$ cat src/rtl/fifo_serial_tx_if.sv
// rtl/fifo_serial_tx_if.sv - pop handshake between the 4x4 FIFO and the serial drain stage
// Signals:
//   fifo_data  - nibble at the FIFO head, valid while fifo_empty = 0
//   fifo_empty - FIFO empty flag
//   fifo_pop   - one-cycle pop strobe from the drain stage
// Modports: master = FIFO side, slave = drain (serializer) side.
interface fifo_serial_tx_if;
    logic [3:0] fifo_data;
    logic       fifo_empty;
    logic       fifo_pop;

    modport master (output fifo_data, output fifo_empty, input fifo_pop);
    modport slave  (input fifo_data, input fifo_empty, output fifo_pop);
endinterface

$ cat src/rtl/fifo_serial_tx.sv
// rtl/fifo_serial_tx.sv - drains the nibble FIFO onto a UART-style serial line
// Ports:
//   clk        - single clock, rising edge
//   reset      - synchronous active-low reset
//   fifo       - slave side of fifo_serial_tx_if (fifo_data, fifo_empty in; fifo_pop out)
//   tx_out     - serial line, idles high: start, 4 data bits LSB first, [even parity], stop
//   busy       - high from start bit through stop bit
//   frame_done - one-cycle pulse in the final cycle of each stop bit
module fifo_serial_tx #(
    parameter int CLKS_PER_BIT = 4,
    parameter bit PARITY_EN    = 1'b0
) (
    input  logic            clk,
    input  logic            reset,
    fifo_serial_tx_if.slave fifo,
    output logic            tx_out,
    output logic            busy,
    output logic            frame_done
);

    typedef enum logic [2:0] {
        S_IDLE,
        S_START,
        S_DATA,
        S_PARITY,
        S_STOP
    } state_t;

    localparam logic [15:0] LAST_CNT = 16'(CLKS_PER_BIT - 1);

    state_t      state_q;
    logic [15:0] cnt_q;
    logic [1:0]  bit_idx_q;
    logic [3:0]  shift_q;
    logic        parity_q;
    logic        tx_q;
    logic        busy_q;
    logic        done_q;
    logic        pop_q;
    logic        bit_end;

    assign bit_end = (cnt_q == LAST_CNT);

    // Line outputs are registered from the current state, so the serial
    // waveform trails the FSM by one cycle; the pop strobe is registered
    // from the pop decision itself so the FIFO sees it on the very next edge.
    always_ff @(posedge clk) begin
        if (!reset) begin
            state_q   <= S_IDLE;
            cnt_q     <= '0;
            bit_idx_q <= '0;
            shift_q   <= '0;
            parity_q  <= 1'b0;
            tx_q      <= 1'b1;
            busy_q    <= 1'b0;
            done_q    <= 1'b0;
            pop_q     <= 1'b0;
        end else begin
            pop_q  <= 1'b0;
            done_q <= 1'b0;
            busy_q <= 1'b1;
            tx_q   <= 1'b1;
            case (state_q)
                S_IDLE: begin
                    busy_q <= 1'b0;
                    cnt_q  <= '0;
                    if (!fifo.fifo_empty) begin
                        shift_q  <= fifo.fifo_data;
                        parity_q <= ^fifo.fifo_data;
                        pop_q    <= 1'b1;
                        state_q  <= S_START;
                    end
                end
                S_START: begin
                    tx_q <= 1'b0;
                    if (bit_end) begin
                        cnt_q     <= '0;
                        bit_idx_q <= '0;
                        state_q   <= S_DATA;
                    end else begin
                        cnt_q <= cnt_q + 16'd1;
                    end
                end
                S_DATA: begin
                    tx_q <= shift_q[0];
                    if (bit_end) begin
                        cnt_q   <= '0;
                        shift_q <= {1'b0, shift_q[3:1]};
                        if (bit_idx_q == 2'd3) begin
                            state_q <= PARITY_EN ? S_PARITY : S_STOP;
                        end else begin
                            bit_idx_q <= bit_idx_q + 2'd1;
                        end
                    end else begin
                        cnt_q <= cnt_q + 16'd1;
                    end
                end
                S_PARITY: begin
                    tx_q <= parity_q;
                    if (bit_end) begin
                        cnt_q   <= '0;
                        state_q <= S_STOP;
                    end else begin
                        cnt_q <= cnt_q + 16'd1;
                    end
                end
                S_STOP: begin
                    if (bit_end) begin
                        done_q <= 1'b1;
                        cnt_q  <= '0;
                        // Second pop decision point: chain the next frame with no idle gap.
                        if (!fifo.fifo_empty) begin
                            shift_q  <= fifo.fifo_data;
                            parity_q <= ^fifo.fifo_data;
                            pop_q    <= 1'b1;
                            state_q  <= S_START;
                        end else begin
                            state_q <= S_IDLE;
                        end
                    end else begin
                        cnt_q <= cnt_q + 16'd1;
                    end
                end
                default: begin
                    state_q <= S_IDLE;
                    cnt_q   <= '0;
                end
            endcase
        end
    end

    assign tx_out        = tx_q;
    assign busy          = busy_q;
    assign frame_done    = done_q;
    assign fifo.fifo_pop = pop_q;

endmodule

$ cat src/flat_wrapper.sv
// flat-port wrapper written by rule: the top's interface ports become plain ports
module fifo_serial_tx_flat 
#(
    parameter int CLKS_PER_BIT = 4,
    parameter bit PARITY_EN    = 1'b0
)
  (clk, reset, tx_out, busy, frame_done, fifo_fifo_data, fifo_fifo_empty, fifo_fifo_pop);
  fifo_serial_tx_if fifo_i ();
  input  logic clk;
  input  logic reset;
  output logic tx_out;
  output logic busy;
  output logic frame_done;
  input wire logic [$bits(fifo_i.fifo_data)-1:0] fifo_fifo_data;
  input wire logic [$bits(fifo_i.fifo_empty)-1:0] fifo_fifo_empty;
  output wire logic [$bits(fifo_i.fifo_pop)-1:0] fifo_fifo_pop;
  assign fifo_i.fifo_data = fifo_fifo_data;
  assign fifo_i.fifo_empty = fifo_fifo_empty;
  assign fifo_fifo_pop = fifo_i.fifo_pop;
  fifo_serial_tx #(.CLKS_PER_BIT(CLKS_PER_BIT), .PARITY_EN(PARITY_EN)) u_core (.clk(clk), .reset(reset), .fifo(fifo_i), .tx_out(tx_out), .busy(busy), .frame_done(frame_done));
endmodule
$ cat config.mk
export PLATFORM = sky130hd
export DESIGN_NAME = fifo_serial_tx_flat
export DESIGN_NICKNAME = d
export VERILOG_FILES = /design/src/rtl/fifo_serial_tx_if.sv /design/src/rtl/fifo_serial_tx.sv /design/src/flat_wrapper.sv
export SDC_FILE = /design/constraint.sdc
export NUM_CORES = 1
export LEC_CHECK = 0
export ABC_AREA = 1
export ABC_CLOCK_PERIOD_IN_PS = 1900
export CAP_MARGIN = 40
export CORE_ASPECT_RATIO = 1.4
export CORE_MARGIN = 2
export CORE_UTILIZATION = 30
export DETAILED_ROUTE_END_ITERATION = 12
export PLACE_DENSITY = 0.46
export SETUP_SLACK_MARGIN = 0.02
export SYNTH_ARGS = -nofsm -noshare
export SYNTH_HDL_FRONTEND = slang
export SYNTH_SLANG_ARGS = --single-unit
$ cat constraint.sdc
create_clock -name clk -period 1.9 [get_ports clk]
set_input_delay 0.38 -clock clk [delete_from_list [all_inputs] [get_ports clk]]
set_output_delay 0.38 -clock clk [all_outputs]
set_load 0.01 [all_outputs]
======== Yosys cells after proc, flatten, opt, wreduce, memory -nomap -nowiden ========
Cells that the tools add are included.
W data, S select, Z words.
storage, ports and cells
  register bits ........................... 30
  latch bits .............................. 0
  memory bits (writable) .................. 0
  memory bits (read-only) ................. 0
  bits of input ports ..................... 7
  output and inout bits ................... 4
  word-level logic and storage cells ...... 63
  memories kept ........................... 0
operators by class
  add/subtract/negate cells ............... 2
  multipliers ............................. 0
  div/mod/pow operators ................... 0
  order comparisons ....................... 0
  eq/ne operators ......................... 13
  shifts and indexed selects .............. 0
  multiplexer cells ....................... 25
  bitwise logic cells ..................... 2
  reductions and logical operators ........ 12
operators with widths
  operator                 count
  $mux W3                  6
  $add A16 B1 Y16 const B  1
  $eq A16 B2 Y1 const B    1
  $pmux W3 S5              1
  $mux W4                  3
  $pmux W4 S3              1
  $ne A2 B1 Y1 const B     5
  $mux W1                  7
  $eq A3 B2 Y1 const B     2
  $mux W2                  3
  $reduce_and A6 Y1        1
  $ne A2 B2 Y1 const B     2
  $pmux W1 S2              2
  $pmux W2 S2              1
  $reduce_and A2 Y1        2
  $reduce_and A4 Y1        1
  $reduce_bool A2 Y1       2
  $reduce_or A4 Y1         1
  $reduce_xor A4 Y1        1
  $eq A3 B1 Y1 const B     1
  $eq A3 B3 Y1 const B     1
  $logic_not A3 Y1         1
  $pmux W1 S3              1
  $reduce_and A3 Y1        1
  other kinds (5)          6

======== Longest topological paths before layout ========
Gate-level depths: netlist (run 1).
  word-level depth ........................ 4
  depth in mapped cells ................... 11

======== Least setup slack after synthesis (run 1) ========
OpenSTA, ideal clock, no wires.
  kind .................................... flip-flop to flip-flop
  from .................................... register u_core.cnt_q[0]
  to ...................................... register u_core.cnt_q[12]
  setup time .............................. 115 ps
  arrival time ............................ 1318 ps
  path slack .............................. 467 ps
  stages on the path, launching flop included .. 11
  path buffers ............................ 0
  clock period less this slack ............ 1433 ps
  cell sequence ........................... dfxtp_1 ha_1 inv_1 nor2_1 nand2_1 nor2_1 nand2_2 nand3_4 clkinv_2 o21ai_1 nor2_1
on the way
  longest elaborated chain between the ends .. 2
  elaborated cells between the ends (all ways) .. 3
  classes of those cells .................. add/sub (1); eq/ne (1); reduce/logical (1)
RTL lines
  item                                                     RTL line               RTL
  from (decl)                                              fifo_serial_tx.sv:32   logic [15:0] cnt_q;
  from (signal assigned)                                   fifo_serial_tx.sv:81   cnt_q <= cnt_q + 16'd1;
  from (signal assigned)                                   fifo_serial_tx.sv:95   cnt_q <= cnt_q + 16'd1;
  from (signal assigned)                                   fifo_serial_tx.sv:104  cnt_q <= cnt_q + 16'd1;
  branches (longest 2 deep; another with $add A16 B1 Y16)  -
Parallel ways; which one is timed is not known.
A chain may end at the register's enable or synchronous reset.

======== Worst setup path in the final report (run 1) ========
Ends and elaborated chain as after synthesis.

==> results of run 1 <==
## sequential cells by signal (all words and copies together) (netlist names)
register	count
u_core.parity_q	1
u_core.cnt_q	16
u_core.frame_done	1
u_core.bit_idx_q	2
u_core.fifo.fifo_pop	1
u_core.busy	1
u_core.tx_out	1
u_core.state_q	3
u_core.shift_q	4
## how the worst min path moves through the flow
stage	endpoint	slack [ps]
after global placement	u_core.cnt_q[0]	430
final	u_core.cnt_q[0]	450
after floorplan	u_core.cnt_q[0]	420
after global routing	u_core.cnt_q[0]	480
after CTS	u_core.cnt_q[0]	450
after detailed placement	u_core.cnt_q[0]	440
## cell families after synthesis
group,count (synthesis)
adder cells (fa/ha/maj),2
AO/OA/AOI/OAI,23
flip-flops,30
XOR/XNOR,4
AND/OR/NAND/NOR,137
buffers and inverters,31
## cell usage after synthesis (4+ instances only)
cell,instances
o21ai_0,4
nand4_1,5
nand3b_1,4
nor2_1,43
dfxtp_1,30
nor2_2,4
nand2_1,56
xor2_1,4
a21oi_1,13
nand3_1,14
inv_1,25
## layer usage
metal  share of wire, %  wire, um
met5                  0         0
met4                2.8        89
met3                2.6        85
met2                 53      1701
met1                 42      1341
## layout make-up
type	count	share of cell area (%)
sequential	30	33.43
clock buffer	7	4.248
timing repair buffer	12	6.407
tap	64	4.457
inverter	30	6.337
multi-input combinational	166	45.13
## power breakdown
group | internal (mW) | leakage (nW) | switching (mW)
clock network | 0.252 | 0.0383 | 0.221
registers | 0.724 | 0.244 | 0.0599
logic | 0.223 | 0.449 | 0.368
## stage by stage
step	area [sq um]	utilization, %	hold slack [ps]	total power [mW]	cells
6_report	1797	36.82	446.6	1.848	309
5_1_grt	1797	36.82	478.4	2.005	309
4_1_cts	1797	36.82	451.3	1.879	309
3_5_place_dp	1720	35.26	442.6	1.399	302
3_3_place_gp	1720	35.26	432.8	1.408	302
2_1_floorplan	1530	-	417.5	1.237	227
## critical path: stages, from the launching register on
cell	delay (ps)
dfxtp_1	350
ha_1	190
inv_1	60
nor2_1	110
nand2_1	70
nor2_1	150
nand2_2	140
nand3_4	150
clkinv_2	130
o21ai_1	90
nor2_1	60
==> flow_summary.html, run 1 <==
<table>
<tr><th>Metric</th><th>Value</th></tr>
<tr><th colspan="2">Outcome</th></tr>
<tr><td>Run status</td><td>finished clean</td></tr>
<tr><th colspan="2">Yosys</th></tr>
<tr><td>Area fraction in compound gates after synthesis</td><td>under 10%</td></tr>
<tr><td>Fraction of post-synthesis cell area in the top cell type by area</td><td>about two fifths</td></tr>
<tr><td>Unique cell type count in the Yosys netlist</td><td>26</td></tr>
<tr><td>Main area contributors after synthesis</td><td>dfxtp_1 39%, nand2_1 14%, nor2_1 11%</td></tr>
<tr><td>Main flop type after synthesis</td><td>dfxtp_1</td></tr>
<tr><td>Simple-Gate Fraction of Synth Area</td><td>about two fifths</td></tr>
<tr><td>Syn Inst Count</td><td>227</td></tr>
<tr><td>Main combinational cell family by area after synthesis</td><td>simple AND/OR/NAND/NOR gates</td></tr>
<tr><td>Part of the Yosys area used for sequential elements</td><td>approximately two fifths</td></tr>
<tr><td>Post-synthesis mux area share</td><td>0%</td></tr>
<tr><td>Post-synthesis share of cell area spent on full adders, half adders and majority gates</td><td>about 1.6%</td></tr>
<tr><td>Async SR Flop Fraction</td><td>0%</td></tr>
<tr><td>Number of warning messages in the yosys log</td><td>0</td></tr>
<tr><td>Area leader, netlist</td><td>dfxtp_1</td></tr>
<tr><td>Number of storage elements in the synthesis netlist</td><td>30</td></tr>
<tr><td>Post-synthesis area per instance</td><td>roughly 6.7 sq um</td></tr>
<tr><td>Syn Std Cell Area</td><td>1530 sq um</td></tr>
<tr><td>Number of enable flip-flop cells after synthesis</td><td>0</td></tr>
<tr><td>Synthesized net count</td><td>~240</td></tr>
<tr><td>Share of the synthesized netlist area taken by xor and xnor gates</td><td>about 2.3%</td></tr>
<tr><th colspan="2">Global route</th></tr>
<tr><td>GRT Resource Usage Total</td><td>between 10% and 20%</td></tr>
<tr><td>GR Util met3</td><td>under 10%</td></tr>
<tr><td>Most utilized layer in the global route result</td><td>met2</td></tr>
<tr><td>Grt met1 use</td><td>around an eighth</td></tr>
<tr><td>Global-route wire length before repair</td><td>a little under 6 mm</td></tr>
<tr><td>Met2 demand-to-capacity share in global routing</td><td>between 20% and 30%</td></tr>
<tr><td>Maximum number of pins on one net before global-route repair</td><td>11</td></tr>
<tr><td>Leftover overflow at the end of global routing</td><td>0</td></tr>
<tr><td>Number of antenna violations at the first check in global routing</td><td>0</td></tr>
<tr><td>Via count of the first global-routing pass</td><td>around 1.4k</td></tr>
<tr><th colspan="2">Worst setup path</th></tr>
<tr><td>Critical path required time</td><td>between 2000 and 2500 ps</td></tr>
<tr><td>Kind of critical path</td><td>reg -&gt; reg</td></tr>
<tr><td>Element type at the critical path end</td><td>flip-flop</td></tr>
<tr><td>Arrival @ worst endpoint</td><td>approximately 1800 ps</td></tr>
<tr><td>Termination of the worst setup path</td><td>u_core.cnt_q[12]</td></tr>
<tr><td>Depth of the most critical reg-to-reg path</td><td>10</td></tr>
<tr><td>Flop-to-flop setup slack</td><td>about 300 ps</td></tr>
<tr><td>Crit path max fanout</td><td>10</td></tr>
<tr><td>Origin of the worst setup path</td><td>u_core.cnt_q[0]</td></tr>
<tr><td>Worst reg2reg path startpoint</td><td>u_core.cnt_q[0]</td></tr>
<tr><td>Endpoint of the worst-slack reg-to-reg timing path</td><td>u_core.cnt_q[12]</td></tr>
<tr><td>Critical Path Start Type</td><td>flip-flop</td></tr>
<tr><th colspan="2">Timing</th></tr>
<tr><td>PnR worst setup slack</td><td>approximately 300 ps</td></tr>
<tr><td>Tightest Pin Transition</td><td>~340 ps</td></tr>
<tr><td>Crit share post-route</td><td>84.12%</td></tr>
<tr><td>Setup repair after global routing missed its margin</td><td>false</td></tr>
<tr><td>Post-route setup TNS</td><td>0 ps</td></tr>
<tr><td>Final min period</td><td>~1600 ps</td></tr>
<tr><td>Pins Over Slew Limit</td><td>0</td></tr>
<tr><td>Number of hold-slack violations in the final timing report</td><td>0</td></tr>
<tr><td>Tightest slew margin relative to the limit</td><td>76.95%</td></tr>
<tr><td>Peak clock frequency supported by timing</td><td>about 630 MHz</td></tr>
<tr><td>Largest clock skew in the final design</td><td>between 9 and 10 ps</td></tr>
<tr><td>Setup Viol. Count Final</td><td>0</td></tr>
<tr><th colspan="2">Placement</th></tr>
<tr><td>Final Wtd Congestion</td><td>approximately 0.74</td></tr>
<tr><td>DP Wirelength</td><td>2.560 mm</td></tr>
<tr><td>Pre-CTS setup slack</td><td>between 200 and 300 ps</td></tr>
<tr><td># port buffers</td><td>10</td></tr>
<tr><th colspan="2">Floorplanning</th></tr>
<tr><td>DIE HEIGHT</td><td>slightly below 90 um</td></tr>
<tr><td>Site row count</td><td>30</td></tr>
<tr><td>Initial core utilization</td><td>31.36%</td></tr>
<tr><td>I/O pins</td><td>11</td></tr>
<tr><td>Die W</td><td>64.36 um</td></tr>
<tr><td>Placeable Area</td><td>about 4900 sq um</td></tr>
<tr><td>Area enclosed by the die boundary</td><td>between 5000 and 6000 sq um</td></tr>
<tr><th colspan="2">Clocking</th></tr>
<tr><td>CTS buffer count</td><td>5</td></tr>
<tr><td>Worst-skew pair later-pin latency</td><td>about 280 ps</td></tr>
<tr><td>CTS tree</td><td>done</td></tr>
<tr><td>Clock root buffer</td><td>clkbuf_8</td></tr>
<tr><td>Clock slew at the register clock pins of the worst setup and hold paths</td><td>approximately 60 ps</td></tr>
<tr><td>Max Buffers Root-to-Sink</td><td>2</td></tr>
<tr><td>CTS sink count</td><td>30</td></tr>
<tr><td>H-tree depth</td><td>2</td></tr>
<tr><td>Post-CTS resize count</td><td>0</td></tr>
<tr><td>Buffer count from post-CTS setup fixing</td><td>0</td></tr>
<tr><td>Quantity of hold-fixing buffers added after cts</td><td>0</td></tr>
<tr><th colspan="2">Power and ir drop</th></tr>
<tr><td>Peak VDD IR</td><td>roughly 0.55 mV</td></tr>
<tr><td>P_leak</td><td>approximately 0.73 nW</td></tr>
<tr><td>Total power divided by cell area</td><td>between 1000 and 1500 nW/um^2</td></tr>
<tr><th colspan="2">Layout</th></tr>
<tr><td>Most frequent standard cell in the layout excluding fill and tap cells</td><td>nand2_1</td></tr>
<tr><td>Fill cell instance count of the final layout</td><td>544</td></tr>
<tr><td>Fraction of layout instances using a drive strength above 1</td><td>between 10% and 20%</td></tr>
<tr><td>Final #Nets</td><td>approximately 250</td></tr>
<tr><td>Area added between synthesis and finish</td><td>17.42%</td></tr>
<tr><td>Commonest cells after routing, fill and taps aside</td><td>56 x nand2_1, 43 x nor2_1, 30 x dfxtp_1</td></tr>
<tr><td>Multi-input gate area</td><td>~810 sq um</td></tr>
<tr><td>FF+latch area</td><td>between 600 and 700 sq um</td></tr>
<tr><td>Antenna diode count</td><td>0</td></tr>
<tr><th colspan="2">Routing</th></tr>
<tr><td>Antenna Nets Post-Route</td><td>0</td></tr>
<tr><td>First-pass iteration count of the detailed router</td><td>4</td></tr>
<tr><td>Remaining design rule violation count</td><td>0</td></tr>
<tr><td>Number of violations reported at the end of detailed-routing iteration 0</td><td>77</td></tr>
<tr><td>Final Routed Wirelength</td><td>roughly 3.2 mm</td></tr>
<tr><td>Detailed-route wire length per cell</td><td>10.41 um</td></tr>
<tr><td>Via total after detailed routing</td><td>approximately 1.4k</td></tr>
<tr><td>Detailed-route vias per instance</td><td>about 4.4</td></tr>
<tr><th colspan="2">Min path</th></tr>
<tr><td>Startpoint of the tightest hold check path</td><td>u_core.cnt_q[0]</td></tr>
<tr><td>Worst hold stages</td><td>1</td></tr>
<tr><td>Class of the most critical hold timing path</td><td>reg -&gt; reg</td></tr>
<tr><th colspan="2">Job</th></tr>
<tr><td>Max-cap violations</td><td>0</td></tr>
</table>
Power figures use the tool's default switching activity.
==> run 2, diff against run 1 <==
--- a/config.mk
+++ b/config.mk
@@ -6,7 +6,7 @@
 export NUM_CORES = 1
 export LEC_CHECK = 0
 export ABC_AREA = 1
-export ABC_CLOCK_PERIOD_IN_PS = 1900
+export ABC_CLOCK_PERIOD_IN_PS = 1500
 export CAP_MARGIN = 40
 export CORE_ASPECT_RATIO = 1.4
 export CORE_MARGIN = 2
==> constraint.sdc (replaced) <==
create_clock -name clk -period 1.5 [get_ports clk]
set_input_delay 0.3 -clock clk [delete_from_list [all_inputs] [get_ports clk]]
set_output_delay 0.3 -clock clk [all_outputs]
set_load 0.01 [all_outputs]
==> run 2 against run 1 <==
Against the previous run:
- die area stayed put
- design area is 16% higher
- setup slack worse by 230 ps
- critical endpoint is now u_core.shift_q[2]
- routed wire length is 11% higher
- worst hold slack better by 25 ps
- count of clock-buffer cells in the layout stayed put
- sequential share of layout area is 4.1 points lower
- clock skew is 6.6 ps lower
- flip-flop and latch count stayed put
==> flow_summary.html, run 2 (synthesis results as in run 1) <==
<table>
<tr><th>Metric</th><th>Value</th></tr>
<tr><th colspan="2">Min path</th></tr>
<tr><td>Worst hold stages</td><td>2 (+1)</td></tr>
<tr><td>Startpoint of the tightest hold check path</td><td>u_core.parity_q</td></tr>
<tr><td>Class of the most critical hold timing path</td><td>reg -&gt; reg</td></tr>
<tr><th colspan="2">Worst setup path</th></tr>
<tr><td>Origin of the worst setup path</td><td>u_core.cnt_q[13]</td></tr>
<tr><td>Cell type with the highest occurrence count on the critical path</td><td>nor2_1</td></tr>
<tr><td>Ordered cell list for the critical path</td><td>nor2_1 &gt; nand2_1 &gt; nor2_1 &gt; nand2_4 &gt; o21ai_4 &gt; nand3b_1 &gt; nand2_1 &gt; nor2_1</td></tr>
<tr><td>Arrival @ worst endpoint</td><td>1600 ps (-160 ps)</td></tr>
<tr><td>Critical Path Stages</td><td>8 (-2)</td></tr>
<tr><td>Top cell family by delay on the critical path</td><td>simple AND/OR/NAND/NOR gates</td></tr>
<tr><td>Master of the slowest instance on the critical path</td><td>dfxtp_1</td></tr>
<tr><td>Worst reg2reg path startpoint</td><td>u_core.cnt_q[13]</td></tr>
<tr><td>Largest stage delay, worst path</td><td>350 ps (about the same)</td></tr>
<tr><td>WP buf/inv</td><td>0 (-2)</td></tr>
<tr><td>Depth of the most critical reg-to-reg path</td><td>8 (-2)</td></tr>
<tr><td>Critical Path Start Type</td><td>flip-flop</td></tr>
<tr><td>Crit path max fanout</td><td>8 (-2)</td></tr>
<tr><td>Element type at the critical path end</td><td>flip-flop</td></tr>
<tr><td>Kind of critical path</td><td>reg -&gt; reg</td></tr>
<tr><td>Critical path required time</td><td>1670 ps (-390 ps)</td></tr>
<tr><th colspan="2">Layout</th></tr>
<tr><td>Final #Nets</td><td>272 (+7.1%)</td></tr>
<tr><td>Antenna diode count</td><td>0 (unchanged)</td></tr>
<tr><td>Final standard cell count with taps included and fillers excluded</td><td>328 (+6.1%)</td></tr>
<tr><td>Fraction of layout instances using a drive strength above 1</td><td>24.24% (+14 points)</td></tr>
<tr><td>Largest registers in the final layout</td><td>u_core.cnt_q: 16 flops, u_core.shift_q: 4 flops, u_core.state_q: 3 flops</td></tr>
<tr><td>Most frequent standard cell in the layout excluding fill and tap cells</td><td>nand2_1</td></tr>
<tr><td>Area of all placed cells without fillers</td><td>2077 sq um (+16%)</td></tr>
<tr><td>Max reg flops</td><td>16 (unchanged)</td></tr>
<tr><td>Utilization of the core after routing</td><td>42.56% (+5.7 points)</td></tr>
<tr><td>Commonest cells after routing, fill and taps aside</td><td>52 x nand2_1, 41 x nor2_1, 26 x dfxtp_1</td></tr>
<tr><td>Area added between synthesis and finish</td><td>35.73%</td></tr>
<tr><td>Register with the most flip-flops</td><td>u_core.cnt_q</td></tr>
<tr><th colspan="2">Floorplanning</th></tr>
<tr><td>Area enclosed by the die boundary</td><td>5696 sq um (unchanged)</td></tr>
<tr><td>Placeable Area</td><td>4880 sq um (unchanged)</td></tr>
<tr><td>Initial core utilization</td><td>31.36% (unchanged)</td></tr>
<tr><td>I/O pins</td><td>11 (unchanged)</td></tr>
<tr><td>Site row count</td><td>30 (unchanged)</td></tr>
<tr><td>DIE HEIGHT</td><td>88.51 um (unchanged)</td></tr>
<tr><td>Die W</td><td>64.36 um (unchanged)</td></tr>
<tr><th colspan="2">Clocking</th></tr>
<tr><td>H-tree depth</td><td>2 (unchanged)</td></tr>
<tr><td>Clock root buffer</td><td>clkbuf_8</td></tr>
<tr><td>CTS tree</td><td>done</td></tr>
<tr><td>CTS sink count</td><td>30 (unchanged)</td></tr>
<tr><td>Worst-skew pair later-pin latency</td><td>270 ps (about the same)</td></tr>
<tr><td>Clock slew at the register clock pins of the worst setup and hold paths</td><td>60 ps (about the same)</td></tr>
<tr><td>Max Buffers Root-to-Sink</td><td>2 (unchanged)</td></tr>
<tr><td>CTS buffer count</td><td>5 (unchanged)</td></tr>
<tr><th colspan="2">Placement</th></tr>
<tr><td>Pre-CTS setup slack</td><td>-39.70 ps (-324.6 ps)</td></tr>
<tr><td>Placed instance area</td><td>1848 sq um (+7.4%)</td></tr>
<tr><td>DP Wirelength</td><td>2.770 mm (+8.2%)</td></tr>
<tr><td>Number of cells in the design after placement</td><td>319 (+5.6%)</td></tr>
<tr><td># port buffers</td><td>10 (unchanged)</td></tr>
<tr><td>Final Wtd Congestion</td><td>0.7459 (+0.97%)</td></tr>
<tr><th colspan="2">Timing</th></tr>
<tr><td>Crit share post-route</td><td>95.09% (+11 points)</td></tr>
<tr><td>Setup Viol. Count Final</td><td>0 (unchanged)</td></tr>
<tr><td>Final min period</td><td>1426 ps (-171.9 ps)</td></tr>
<tr><td>Post-route setup TNS</td><td>0 ps (unchanged)</td></tr>
<tr><td>Tightest slew margin relative to the limit</td><td>75.43% (-1.5 points)</td></tr>
<tr><td>Pins Over Slew Limit</td><td>0 (unchanged)</td></tr>
<tr><td>Number of hold-slack violations in the final timing report</td><td>0 (unchanged)</td></tr>
<tr><td>Tightest Pin Transition</td><td>365.8 ps (+21.11 ps)</td></tr>
<tr><td>Setup repair after global routing missed its margin</td><td>true</td></tr>
<tr><td>Peak clock frequency supported by timing</td><td>701.1 MHz (+12%)</td></tr>
<tr><td>PnR worst setup slack</td><td>73.70 ps (-228.1 ps)</td></tr>
<tr><td>Largest clock skew in the final design</td><td>2.487 ps (-6.556 ps)</td></tr>
<tr><th colspan="2">Power and ir drop</th></tr>
<tr><td>P_leak</td><td>0.8362 nW (+14%)</td></tr>
<tr><td>Peak VDD IR</td><td>0.6656 mV (+21%)</td></tr>
<tr><td>Total power divided by cell area</td><td>1281 nW/um^2 (+25%)</td></tr>
<tr><th colspan="2">Global route</th></tr>
<tr><td>Global-route wire length before repair</td><td>5.968 mm (+2.7%)</td></tr>
<tr><td>Leftover overflow at the end of global routing</td><td>0 (unchanged)</td></tr>
<tr><td>Number of antenna violations at the first check in global routing</td><td>0 (unchanged)</td></tr>
<tr><td>Via count of the first global-routing pass</td><td>1341 (-2.0%)</td></tr>
<tr><td>Maximum number of pins on one net before global-route repair</td><td>10 (-1)</td></tr>
<tr><td>GRT Resource Usage Total</td><td>13.83% (+0.51 points)</td></tr>
<tr><th colspan="2">Routing</th></tr>
<tr><td>Detailed-route vias per instance</td><td>4.524 (+1.8%)</td></tr>
<tr><td>First-pass iteration count of the detailed router</td><td>4 (unchanged)</td></tr>
<tr><td>Remaining design rule violation count</td><td>0 (unchanged)</td></tr>
<tr><td>Detailed-route wire length per cell</td><td>10.89 um (+4.6%)</td></tr>
<tr><td>Number of violations reported at the end of detailed-routing iteration 0</td><td>58 (-25%)</td></tr>
<tr><td>Final Routed Wirelength</td><td>3.572 mm (+11%)</td></tr>
<tr><td>Antenna Nets Post-Route</td><td>0 (unchanged)</td></tr>
<tr><td>Via total after detailed routing</td><td>1484 (+8.1%)</td></tr>
<tr><th colspan="2">Job</th></tr>
<tr><td>Max-cap violations</td><td>0 (unchanged)</td></tr>
<tr><th colspan="2">Outcome</th></tr>
<tr><td>Run status</td><td>finished clean</td></tr>
</table>
## run 2: cell type report
cell class                      instances  area [sq um]
Tap cell                               64         80.08
Clock buffer                            7         86.33
Fill cell                             525          2803
Sequential cell                        30         608.1
Clock inverter                          1         5.005
Multi-Input combinational cell        166         920.9
Inverter                               30         122.6
Timing Repair Buffer                   30         254.0
## run 2: path summary, 6_finish.rpt
path                                          end  slack, ps
worst max register to register  u_core.shift_q[2]         70
worst min register to register    u_core.parity_q        470
worst max-delay path            u_core.shift_q[2]         70
worst min-delay path              u_core.parity_q        470
## run 2: worst reg2reg max path, stage by stage (launching register included)
cell      delay, ps
dfxtp_1         350
nor2_1          130
nand2_1         100
nor2_1          250
nand2_4         140
o21ai_4         140
nand3b_1        110
nand2_1          70
nor2_1           30
## run 2: per-layer routing
| layer | share of wire, % | track usage (%) | vias up | routed length (um) |
|---|---|---|---|---|
| li1 | - | - | 788 | - |
| met1 | 41 | 14.44 | 674 | 1479 |
| met2 | 54 | 25.85 | 16 | 1941 |
| met3 | 2.4 | 3.562 | 6 | 85 |
| met4 | 1.8 | 6.383 | 0 | 65 |
| met5 | 0 | 0 | - | 0 |
## run 2: stage by stage
| step | hold WS, ps | total power, mW |
|---|---|---|
| 6_report | 471.7 | 2.660 |
| 5_1_grt | 496.3 | 2.861 |
| 4_1_cts | 474.7 | 2.624 |
| 3_3_place_gp | 460.4 | 1.918 |
| 3_5_place_dp | 464.3 | 1.918 |
| 2_1_floorplan | 417.5 | 1.567 |
## run 2: where the power goes
part | switching [mW] | total (mW) | internal [mW]
Combinational | 0.552 | 0.984 | 0.432
Clock | 0.297 | 0.667 | 0.370
Sequential | 0.0866 | 1.01 | 0.923
## run 2: what timing repair did
item                                    CTS  global route
endpoints found under the setup margin   12            28
resized for setup                         4            32
endpoints found under the hold margin     0             0
pin swaps                                 0            11
setup buffers                             0             1
hold buffers                              0             0
==> run 3, diff against run 2 <==
--- a/config.mk
+++ b/config.mk
@@ -14,6 +14,7 @@
 export DETAILED_ROUTE_END_ITERATION = 12
 export PLACE_DENSITY = 0.46
 export SETUP_SLACK_MARGIN = 0.02
+export SLEW_MARGIN = 20
 export SYNTH_ARGS = -nofsm -noshare
 export SYNTH_HDL_FRONTEND = slang
 export SYNTH_SLANG_ARGS = --single-unit
==> results of run 3 <==
The final DEF is identical to that of run 2; final timing and power are the same.
